**src/rtl/counter_pkg.sv**
```systemverilog
// Shared constants for the up/down counter family: count mode and direction encodings.
package counter_pkg;

   localparam logic MODE_WRAP = 1'b0;
   localparam logic MODE_SAT  = 1'b1;

   localparam logic DIR_UP    = 1'b1;
   localparam logic DIR_DOWN  = 1'b0;

endpackage : counter_pkg

```
**src/rtl/updown_next_value.sv**
```systemverilog
// Combinational next-count logic: given the current count and controls, produces the
// value an enabled count would take, whether that count hits a bound, and terminal count.
module updown_next_value
   import counter_pkg::*;
#(
   parameter int unsigned WIDTH = 4
) (
   input  logic [WIDTH-1:0] count,
   input  logic [WIDTH-1:0] max_value,
   input  logic             up_downbar,
   input  logic             saturate,
   output logic [WIDTH-1:0] next_count,
   output logic             boundary,
   output logic             tc
);

   logic at_top;
   logic at_bottom;

   // ">=" rather than "==" so a max_value lowered below the count still wraps/clamps.
   assign at_top    = (count >= max_value);
   assign at_bottom = (count == '0);

   always_comb begin
      next_count = count;
      boundary   = 1'b0;
      if (up_downbar == DIR_UP) begin
         if (at_top) begin
            boundary   = 1'b1;
            next_count = (saturate == MODE_SAT) ? max_value : '0;
         end else begin
            next_count = count + 1'b1;
         end
      end else begin
         if (at_bottom) begin
            boundary   = 1'b1;
            next_count = (saturate == MODE_SAT) ? '0 : max_value;
         end else begin
            next_count = count - 1'b1;
         end
      end
   end

   assign tc = (up_downbar == DIR_UP) ? at_top : at_bottom;

endmodule : updown_next_value

```
**src/rtl/sync_updown_counter_n.sv**
```systemverilog
// Parametrised up/down counter with run-time modulus, wrap/saturate mode, parallel load
// and a registered boundary pulse.
module sync_updown_counter_n
   import counter_pkg::*;
#(
   parameter int unsigned      WIDTH       = 4,
   parameter logic [WIDTH-1:0] RESET_VALUE = '0
) (
   input  logic             clk,
   input  logic             reset,
   input  logic             enable,
   input  logic             up_downbar,
   input  logic             load,
   input  logic [WIDTH-1:0] load_value,
   input  logic [WIDTH-1:0] max_value,
   input  logic             saturate,
   output logic [WIDTH-1:0] out,
   output logic             tc,
   output logic             wrap
);

   logic [WIDTH-1:0] next_count;
   logic             boundary;

   // Loaded values are clamped into the legal range 0..max_value.
   function automatic logic [WIDTH-1:0] clamp_load(input logic [WIDTH-1:0] value,
                                                   input logic [WIDTH-1:0] limit);
      return (value > limit) ? limit : value;
   endfunction

   updown_next_value #(
      .WIDTH (WIDTH)
   ) u_next (
      .count      (out),
      .max_value  (max_value),
      .up_downbar (up_downbar),
      .saturate   (saturate),
      .next_count (next_count),
      .boundary   (boundary),
      .tc         (tc)
   );

   always_ff @(posedge clk or negedge reset) begin
      if (!reset) begin
         out  <= RESET_VALUE;
         wrap <= 1'b0;
      end else if (load) begin
         out  <= clamp_load(load_value, max_value);
         wrap <= 1'b0;
      end else if (enable) begin
         out  <= next_count;
         wrap <= boundary;
      end else begin
         wrap <= 1'b0;
      end
   end

endmodule : sync_updown_counter_n

```
**config.mk**
```make
export PLATFORM = sky130hd
export DESIGN_NAME = sync_updown_counter_n
export DESIGN_NICKNAME = d
export VERILOG_FILES = /design/src/rtl/counter_pkg.sv /design/src/rtl/updown_next_value.sv /design/src/rtl/sync_updown_counter_n.sv
export SDC_FILE = /design/constraint.sdc
export NUM_CORES = 1
export LEC_CHECK = 0
export BUFFER_PORTS_ARGS = -buffer_cell sky130_fd_sc_hd__buf_2
export CELL_PAD_IN_SITES_DETAIL_PLACEMENT = 1
export CELL_PAD_IN_SITES_GLOBAL_PLACEMENT = 2
export CORE_MARGIN = 1.5
export CORE_UTILIZATION = 28
export CTS_CLUSTER_DIAMETER = 80
export DETAILED_ROUTE_END_ITERATION = 16
export PLACE_DENSITY = 0.78
export SLEW_MARGIN = 0
export SYNTH_ARGS = -nofsm -noshare
export SYNTH_HDL_FRONTEND = slang
export SYNTH_HIERARCHICAL = 1
export SYNTH_SLANG_ARGS = --single-unit
```
**constraint.sdc**
```tcl
create_clock -name clk -period 2.15 [get_ports clk]
set_input_delay 0.215 -clock clk [delete_from_list [all_inputs] [get_ports clk]]
set_output_delay 0.215 -clock clk [all_outputs]
set_load 0.02 [all_outputs]
```
==> flow_summary.yaml, run 1 <==
clocking:
  tritoncts.num_buffers: 3
  htreeDepth: 1
  ctsLongestPathBuffers: 2
  path_clk_slew_ps: 50
  cts_tree: "built"
  cts_sinks: 5
  clk-insertion-delay-late_ps: 240
  cts-root-buf: "clkbuf_4"
worst_setup_path:
  cp.required_ps: 1930
  crit_cells: 8
  crit_path_frequent_cell: "buf_4"
  critPathSlowestCell: "a2111oi_4"
  arrival_ps: 2050
  cp-end-kind: "output pin"
  cp_slowest_stage_delay_ps: 430
  cp_num_buf_inv: 4
  critPathTopFamily: "buffers and inverters"
  r2r_start: "out[0]"
  path_cells: "inv_2 -> ha_4 -> nand2b_4 -> a2111oi_4 -> buf_4 -> o41ai_4 -> buf_4 -> buf_6"
  r2r_end: "out[1]"
  cp_max_fo: 3
  path_class: "reg -> out"
  cp-start-kind: "register"
  r2r_setup_slack_ps: -80
  reg2reg_depth: 9
detailed_routing:
  drc_errors: 0
  dr.pass1.iters: 4
  wirelength_mm: 2.92
  viasPerCell: 5.03
  drt_iter0_markers: 22
  wire_per_inst_um: 15.6
  via_count: 940
  ant_nets: 0
placed_design:
  dp.cells: 179
  placed_area_mm2: 0.00117
  dp_hpwl_mm: 2.35
  place.gp.congestion: 0.844
  portBuffers: 19
min_path:
  min_path_cells: 3
  hold_class: "in -> reg"
  min-delay-start: "enable"
  hold_end: "wrap"
final_layout:
  final_common_cell: "buf_4"
  n_antenna_cell: 0
  final_util: 0.432
  post-route-cell-area_mm2: 0.00131
  final_cell_mix: "20 x buf_4, 18 x buf_2, 11 x inv_1, 6 x nor2_1, 6 x ha_1"
  layout-drive-gt1-share: 0.517
  stdcell_count: 187
  fin_nets: 168
  areaGrowthSynthToFinish_pct: 47.8
sta:
  drv_slew: 0
  setup_violations: 4
  fin_worst_skew_ps: 2.51
  slew_headroom: 0.694
  whs_ps: 263
  final-hold-violation-count: 0
  period_needed_ps: 2260
  fin_crit_sh: 1.05
  rsz0062_at_grt: "yes"
  setup_slack_ps: -111
  worst_slew_pin_slew_ps: 459
  fmax_ghz: 0.442
power:
  clkPwrFrac: 0.139
  powerDensity_mw_per_mm2: 600
  seqPwrFrac: 0.161
  leakagePower_nw: 0.588
  finalPower_w: 0.000784
  peakVddDrop_mv: 0.179
  internal_power_w: 0.000455
  p_sw_w: 0.000329
  swShare: 0.420
  p_comb_frac: 0.700
floorplanning:
  row_count: 20
  fp.dieArea_mm2: 0.00351
  fp.dieW_um: 59.2
  ios: 20
  start_util: 0.292
  core_area_mm2: 0.00303
  die_y_um: 59.2
grt:
  grt_pass1_vias: 972
  grt_max_degree: 13
  grt_pass1_wl_mm: 4.66
  overflow: 0
  grt_antenna_before_repair: 0
  track_usage: 0.175
yosys:
  syn_area_um2: 885
  synth_enable_flop_cells: 0
  synth_top_family_by_area: "simple AND/OR/NAND/NOR gates"
  muxShareOfSynthArea: 0.0594
  ys.flop_type: "dfrtp_1"
  synthArstFlopShare: 1.00
  synth_warnings: 6
  synth_adder_area_share: 0.141
  synth_xor_area_frac: 0.0198
  synth_compound_area_frac: 0.255
  yosys.area_share.simple: 0.298
  avgSynthCellArea_um2: 8.59
  syn-instance-count: 103
  ys_seq_area_frac: 0.141
  synth_cell_types: 43
  syn_nets: 127
  synth_seq_cells: 5
run_status:
  status: "finished with violations"
  violations: "setup timing"
flow_run:
  maxCapViolations: 0
==> power by group through the flow <==
| stage | sequential [W] | clock (W) | combinational, W |
|---|---|---|---|
| 2_1_floorplan | 0.000158 | 0 | 0.000275 |
| 3_3_place_gp | 0.000127 | 0 | 0.000457 |
| 3_5_place_dp | 0.000128 | 0 | 0.000469 |
| 4_1_cts | 0.000126 | 0.000112 | 0.000508 |
| 5_1_grt | 0.000128 | 0.000122 | 0.000598 |
| 6_report | 0.000126 | 0.000109 | 0.000549 |
==> kinds of logic (layout without fill, tap and decap cells) <==
| group | count (synthesis) | count (layout) |
|---|---|---|
| xor+xnor | 2 | 2 |
| fa+ha+maj | 10 | 10 |
| buf+inv | 16 | 56 |
| compound gates | 25 | 25 |
| mux | 5 | 5 |
| flops | 5 | 5 |
| simple gates | 40 | 40 |
==> worst register-to-register path: cells and delay by family (launching register included) <==
| family | cells | cell delay (ps) |
|---|---|---|
| AOI/OAI and AO/OA | 4 | 630 |
| adders and majority gates | 1 | 200 |
| buffers and inverters | 1 | 80 |
| DFF | 1 | 400 |
| muxes | 1 | 100 |
| and+or+nand+nor | 2 | 710 |
==> per-stage QoR <==
step / setup WS [ps] / TNS [ps]
2_1_floorplan: -22.9 / -28.6
3_3_place_gp: -119 / -183
3_5_place_dp: -99.2 / -296
4_1_cts: -72.9 / -227
5_1_grt: -225 / -903
6_report: -111 / -306
==> synthesized netlist by cell type (2+ instances only) <==
cell type | count | area share
mux2_2 | 2 | 0.025
nor2b_1 | 3 | 0.021
dfrtp_1 | 5 | 0.14
a21oi_1 | 2 | 0.011
ha_1 | 10 | 0.14
nor2_1 | 6 | 0.025
o21ai_0 | 2 | 0.011
xnor2_1 | 2 | 0.020
a2111oi_0 | 2 | 0.020
nand2_1 | 3 | 0.013
inv_1 | 12 | 0.051
a221oi_1 | 3 | 0.030
a311oi_1 | 2 | 0.020
nand3_1 | 5 | 0.028
nor3_1 | 7 | 0.040
nand2b_1 | 2 | 0.014
or2_1 | 3 | 0.021
o211ai_1 | 4 | 0.034
mux2i_1 | 3 | 0.034
buf_4 | 2 | 0.017
==> registers in the layout, summed over array words and instances (netlist names) <==
| signal | count |
|---|---|
| out | 4 |
| wrap | 1 |
==> repair_timing <==
action | CTS | global route
cloned | 0 | 0
endpoints found under the setup margin | 5 | 5
hold endpoints to repair | 5 | 0
hold buffers | 1 | 0
pin swaps | 2 | 3
gates resized for setup | 8 | 6
setup buffers | 1 | 2
==> cell type report <==
class	count	area, um^2
sequential	5	129
timing repair buffer	40	262
multi-input combinational	82	791
inverter	12	45.0
fill	378	1720
tap	44	55.1
clock buffer	4	26.3
==> per-layer routing <==
layer | global-route usage | up-vias | part of all wire
li1 | - | 466 | -
met1 | 0.216 | 457 | 0.41
met2 | 0.322 | 13 | 0.57
met3 | 0.00655 | 4 | 0.013
met4 | 0.0584 | 0 | 0.011
met5 | 0 | - | 0
==> how the worst max path moves through the flow <==
stage	from	slack [ps]	endpoint
5_1_grt	out[1]	-230	out[1]
3_5_place_dp	out[0]	-100	out[3]
3_3_place_gp	out[1]	-120	out[3]
4_1_cts	out[1]	-70	out[3]
2_1_floorplan	out[0]	-20	out[2]
6_report	out[0]	-110	tc
(Power assumes the default switching activity.)
==> inputs of run 2 (changes only) <==
BUFFER_PORTS_ARGS = -buffer_cell sky130_fd_sc_hd__clkbuf_2   (was -buffer_cell sky130_fd_sc_hd__buf_2)
==> run 2 against run 1 <==
Effect of this change:
- the run still ends with setup timing left
- sequential share of layout area down 0.19 points
- clock power about the same
- worst hold slack better by 10 ps
- final area up 2.0%
- first-iteration DRC count up 50%
- final cell count unchanged
- sequential power about the same
- core utilization up 0.87 points
==> flow_summary.yaml, run 2 (synthesis gave the netlist of run 1 again) <==
final_layout:
  post-route-cell-area_mm2: 0.00133
  nFillCells: 375
  n_antenna_cell: 0
  layout-drive-gt1-share: 0.517
  largestRegisters: "out: 4 flops, wrap: 1 flops"
  top_register: "out"
  fin_nets: 168
  final_cell_mix: "19 x buf_4, 18 x clkbuf_2, 11 x inv_1, 6 x nor2_1, 6 x ha_1"
  largest_reg_flops: 4
  stdcell_count: 187
  areaGrowthSynthToFinish_pct: 50.8
  final_common_cell: "buf_4"
detailed_routing:
  drc_errors: 0
  via_count: 970
  dr.pass1.iters: 4
  ant_nets: 0
  drt_iter0_markers: 33
  viasPerCell: 5.19
  wirelength_mm: 3.02
  wire_per_inst_um: 16.2
run_status:
  violations: "setup timing"
  status: "finished with violations"
grt:
  grt_pass1_vias: 1025
  track_usage: 0.176
  grt_max_degree: 13
  overflow: 0
  grt_antenna_before_repair: 0
  grt_pass1_wl_mm: 4.70
placed_design:
  dp.cells: 180
  dp_hpwl_mm: 2.38
  place.gp.congestion: 0.852
  placed_area_mm2: 0.00119
  portBuffers: 19
worst_setup_path:
  cp_slowest_stage_delay_ps: 410
  cp.required_ps: 2300
  arrival_ps: 2470
  path_class: "reg -> reg"
  critPathSlowestCell: "a2111oi_4"
  cp-start-kind: "register"
  cp-end-kind: "register"
  cp_max_fo: 2
  r2r_setup_slack_ps: -170
  path_cells: "inv_2 -> ha_4 -> nand2b_4 -> a2111oi_4 -> nor3_2 -> a311oi_2 -> mux2i_1 -> or2_1 -> a221oi_2"
sta:
  fin_worst_skew_ps: 0.953
  rsz0062_at_grt: "yes"
  period_needed_ps: 2320
  fmax_ghz: 0.431
  setup_violations: 4
  drv_slew: 0
  final-hold-violation-count: 0
  whs_ps: 273
  setup_slack_ps: -169
  slew_headroom: 0.691
  worst_slew_pin_slew_ps: 464
  fin_crit_sh: 1.08
  fin_setup_tns_ps: -603
power:
  powerDensity_mw_per_mm2: 607
  peakVddDrop_mv: 0.200
  clkPwrFrac: 0.137
  finalPower_w: 0.000810
  p_comb_frac: 0.706
  p_sw_w: 0.000347
  seqPwrFrac: 0.156
  swShare: 0.428
  leakagePower_nw: 0.592
  internal_power_w: 0.000463
clocking:
  cts-root-buf: "clkbuf_4"
  htreeDepth: 1
  tritoncts.num_buffers: 3
  cts_sinks: 5
  ctsLongestPathBuffers: 2
  clk-insertion-delay-late_ps: 240
  cts_tree: "built"
  path_clk_slew_ps: 50
floorplanning:
  die_y_um: 59.2
  ios: 20
  row_count: 20
  fp.dieW_um: 59.2
  start_util: 0.292
  core_area_mm2: 0.00303
  fp.dieArea_mm2: 0.00351
flow_run:
  maxCapViolations: 0
min_path:
  hold_class: "in -> reg"
run 2: cell count changes in the layout (fill, tap and decap cells not counted), sizes merged:
cell / change
buf: -18
clkbuf: +18
run 2: worst paths after layout:
check / to / cells past startpoint / startpoint
max: out[3] / 9 / out[0]
min: wrap / 3 / enable
max reg2reg: out[3] / 9 / out[0]
min reg2reg: out[1] / 3 / out[1]
max in group asynchronous: out[0] / 2 / reset
min in group asynchronous: wrap / 2 / reset
run 2: per-stage QoR:
stage | util | setup slack, ps
6_report | 0.440 | -169
5_1_grt | 0.440 | -250
4_1_cts | 0.419 | -96.2
3_5_place_dp | 0.393 | -148
3_3_place_gp | 0.393 | -126
2_1_floorplan | - | -22.9
run 2: power groups by stage:
stage          clock network [W]  logic, W  registers (W)
3_5_place_dp                   0  0.000482       0.000127
6_report                0.000111  0.000572       0.000127
4_1_cts                 0.000111  0.000516       0.000126
3_3_place_gp                   0  0.000471       0.000126
2_1_floorplan                  0  0.000275       0.000158
5_1_grt                 0.000125  0.000611       0.000128
run 2: worst max-delay path, delay by kind of cell, from the launching register on:
family                   cells  cell delay [ps]
AND/OR/NAND/NOR              3              490
adder cells (fa/ha/maj)      1              200
multiplexers                 1              120
buffers and inverters        1               90
flip-flops                   1              400
AO/OA/AOI/OAI                3              920
run 2: cell type report:
type	instances	area [um^2]	share of cell area
inverters	12	45.0	0.0338
well taps	44	55.1	0.0413
multi-input cells	82	805	0.603
flip-flops and latches	5	129	0.0966
repair buffers	40	274	0.205
clock buffers	4	26.3	0.0197
run 2: metal layers:
layer	wire length (um)	global-route usage
met1	1260	0.206
met2	1660	0.325
met3	51	0.00873
met4	45	0.0812
met5	0	0
run 2: repair_timing:
action | CTS | global route
hold buffers | 1 | 0
gates resized for setup | 7 | 8
pin swaps | 1 | 10
setup endpoints to repair | 5 | 5
endpoints found under the hold margin | 5 | 0
buffers inserted | 1 | 1
==> inputs of run 3 (changes only) <==
CORE_UTILIZATION = 31   (was 28)
PLACE_DENSITY = not set   (was 0.78)
PLACE_DENSITY_LB_ADDON = 0.1   (was not set)
clock period = 2.6 ns   (was 2.15 ns; I/O delays follow)
==> run 3 against run 2 <==
Effect of this change:
- the run now ends clean
- register-to-register slack improved by 320 ps
- final cell count is 15% lower
- critical path depth is the same
- final area shrank 19%
- die area down 9.2%
- total power decreased by 35%
- combinational power fell by 41%
- first-iteration DRC count down 52%
- clock power down 21%
- sequential power shrank 19%
- critical endpoint unchanged
- largest power group unchanged
==> flow_summary.yaml, run 3 (synthesis gave the netlist of run 1 again) <==
final_layout:
  n_antenna_cell: 0
  final_common_cell: "clkbuf_2"
  largestRegisters: "out: 4 flops, wrap: 1 flops"
  areaGrowthSynthToFinish_pct: 21.6
  layout-drive-gt1-share: 0.344
  final_cell_mix: "19 x clkbuf_2, 12 x inv_1, 9 x ha_1, 7 x nor3_1, 6 x nor2_1"
  fin_nets: 153
  top_register: "out"
  largest_reg_flops: 4
worst_setup_path:
  path_class: "reg -> reg"
  r2r_setup_slack_ps: 150
  cp.required_ps: 2730
  cp-start-kind: "register"
  cp-end-kind: "register"
  r2r_end: "out[3]"
  crit_start: "out[0]"
  reg2reg_depth: 9
  cp_max_fo: 3
  r2r_start: "out[0]"
  endpoint: "out[3]"
  arrival_ps: 2580
grt:
  overflow: 0
  grt_pass1_wl_mm: 4.21
  track_usage: 0.169
  grt_antenna_before_repair: 0
  grt_pass1_vias: 935
  grt_max_degree: 13
power:
  swShare: 0.423
  powerDensity_mw_per_mm2: 492
  p_comb_frac: 0.640
  p_sw_w: 0.000224
  internal_power_w: 0.000305
  leakagePower_nw: 0.497
  clkPwrFrac: 0.165
  seqPwrFrac: 0.195
  peakVddDrop_mv: 0.239
floorplanning:
  row_count: 19
  core_area_mm2: 0.00273
  fp.dieArea_mm2: 0.00318
  die_y_um: 56.4
  ios: 20
  fp.dieW_um: 56.4
  start_util: 0.324
clocking:
  post_cts.repair.setup_buffers: 0
  ctsLongestPathBuffers: 2
  cts_tree: "built"
  tritoncts.num_buffers: 3
  cts-root-buf: "clkbuf_4"
  clk-insertion-delay-late_ps: 240
  cts_sinks: 5
  htreeDepth: 1
  path_clk_slew_ps: 40
placed_design:
  dp_hpwl_mm: 2.08
  place.gp.congestion: 0.723
  post-place-ws_ps: 140
  portBuffers: 19
sta:
  fmax_ghz: 0.408
  worst_slew_pin_slew_ps: 474
  setup_slack_ps: 152
  slew_headroom: 0.676
  setup_violations: 0
  final-hold-violation-count: 0
  period_needed_ps: 2450
  fin_crit_sh: 0.942
  drv_slew: 0
  fin_setup_tns_ps: 0
  fin_worst_skew_ps: 2.15
flow_run:
  maxCapViolations: 0
detailed_routing:
  dr.pass1.iters: 4
  drt_iter0_markers: 16
  wire_per_inst_um: 15.7
  ant_nets: 0
  wirelength_mm: 2.49
  viasPerCell: 5.60
  via_count: 891
  drc_errors: 0
min_path:
  min-delay-start: "enable"
  hold_class: "in -> reg"
  min_path_cells: 3
run_status:
  status: "completed"
[run 3: cell count changes in the layout (fill, tap and decap cells not counted), sizes merged]
cell	delta
clkbuf	+1
buf	-16
[run 3: worst min-delay path by stage]
stage	end	slack, ps
after floorplan	out[0]	-40
after global placement	wrap	90
after detailed placement	out[0]	80
after CTS	wrap	310
after global routing	wrap	340
final	wrap	310
[run 3: cell type report]
| class | instances | area [um^2] |
|---|---|---|
| clock buffers | 4 | 26.3 |
| fillers | 344 | 1660 |
| inverters | 12 | 45.0 |
| multi-input cells | 82 | 697 |
| flip-flops and latches | 5 | 126 |
| well taps | 31 | 38.8 |
| repair buffers | 25 | 143 |
[run 3: per-stage QoR]
step	utilization	instances	instance area, um^2	hold WS [ps]	power (W)
4_1_cts	0.389	159	1060	313	0.000529
2_1_floorplan	-	103	885	-35.6	0.000334
3_3_place_gp	0.375	154	1030	86.5	0.000428
5_1_grt	0.394	159	1080	340	0.000574
3_5_place_dp	0.375	154	1030	84.1	0.000434
6_report	0.394	159	1080	314	0.000529
[run 3: worst max-delay path, cell delays in order (launching register included)]
cell and delay (ps):
dfrtp_1 370, inv_1 80, ha_1 230, nand2b_4 150
a2111oi_4 370, nor3_1 130, a311oi_1 390, mux2i_1 140
or2_1 220, a221oi_1 250
[run 3: layer usage]
layer | GRT usage | routed length (um)
met3 | 0.0138 | 33
met2 | 0.307 | 1380
met5 | 0 | 0
met1 | 0.197 | 1080
met4 | 0.0816 | 0
[run 3: power groups by stage]
stage / sequential [W] / combinational, W / clock (W)
2_1_floorplan: 0.000127 / 0.000208 / 0
5_1_grt: 0.000107 / 0.000371 / 0.0000957
3_3_place_gp: 0.000103 / 0.000325 / 0
3_5_place_dp: 0.000103 / 0.000331 / 0
6_report: 0.000103 / 0.000338 / 0.0000874
4_1_cts: 0.000102 / 0.000335 / 0.0000919
[run 3: what timing repair did]
action                                  CTS  global route
gates resized for setup                   0             2
hold endpoints to repair                  5             0
hold buffers                              1             0
endpoints found under the setup margin    0             1
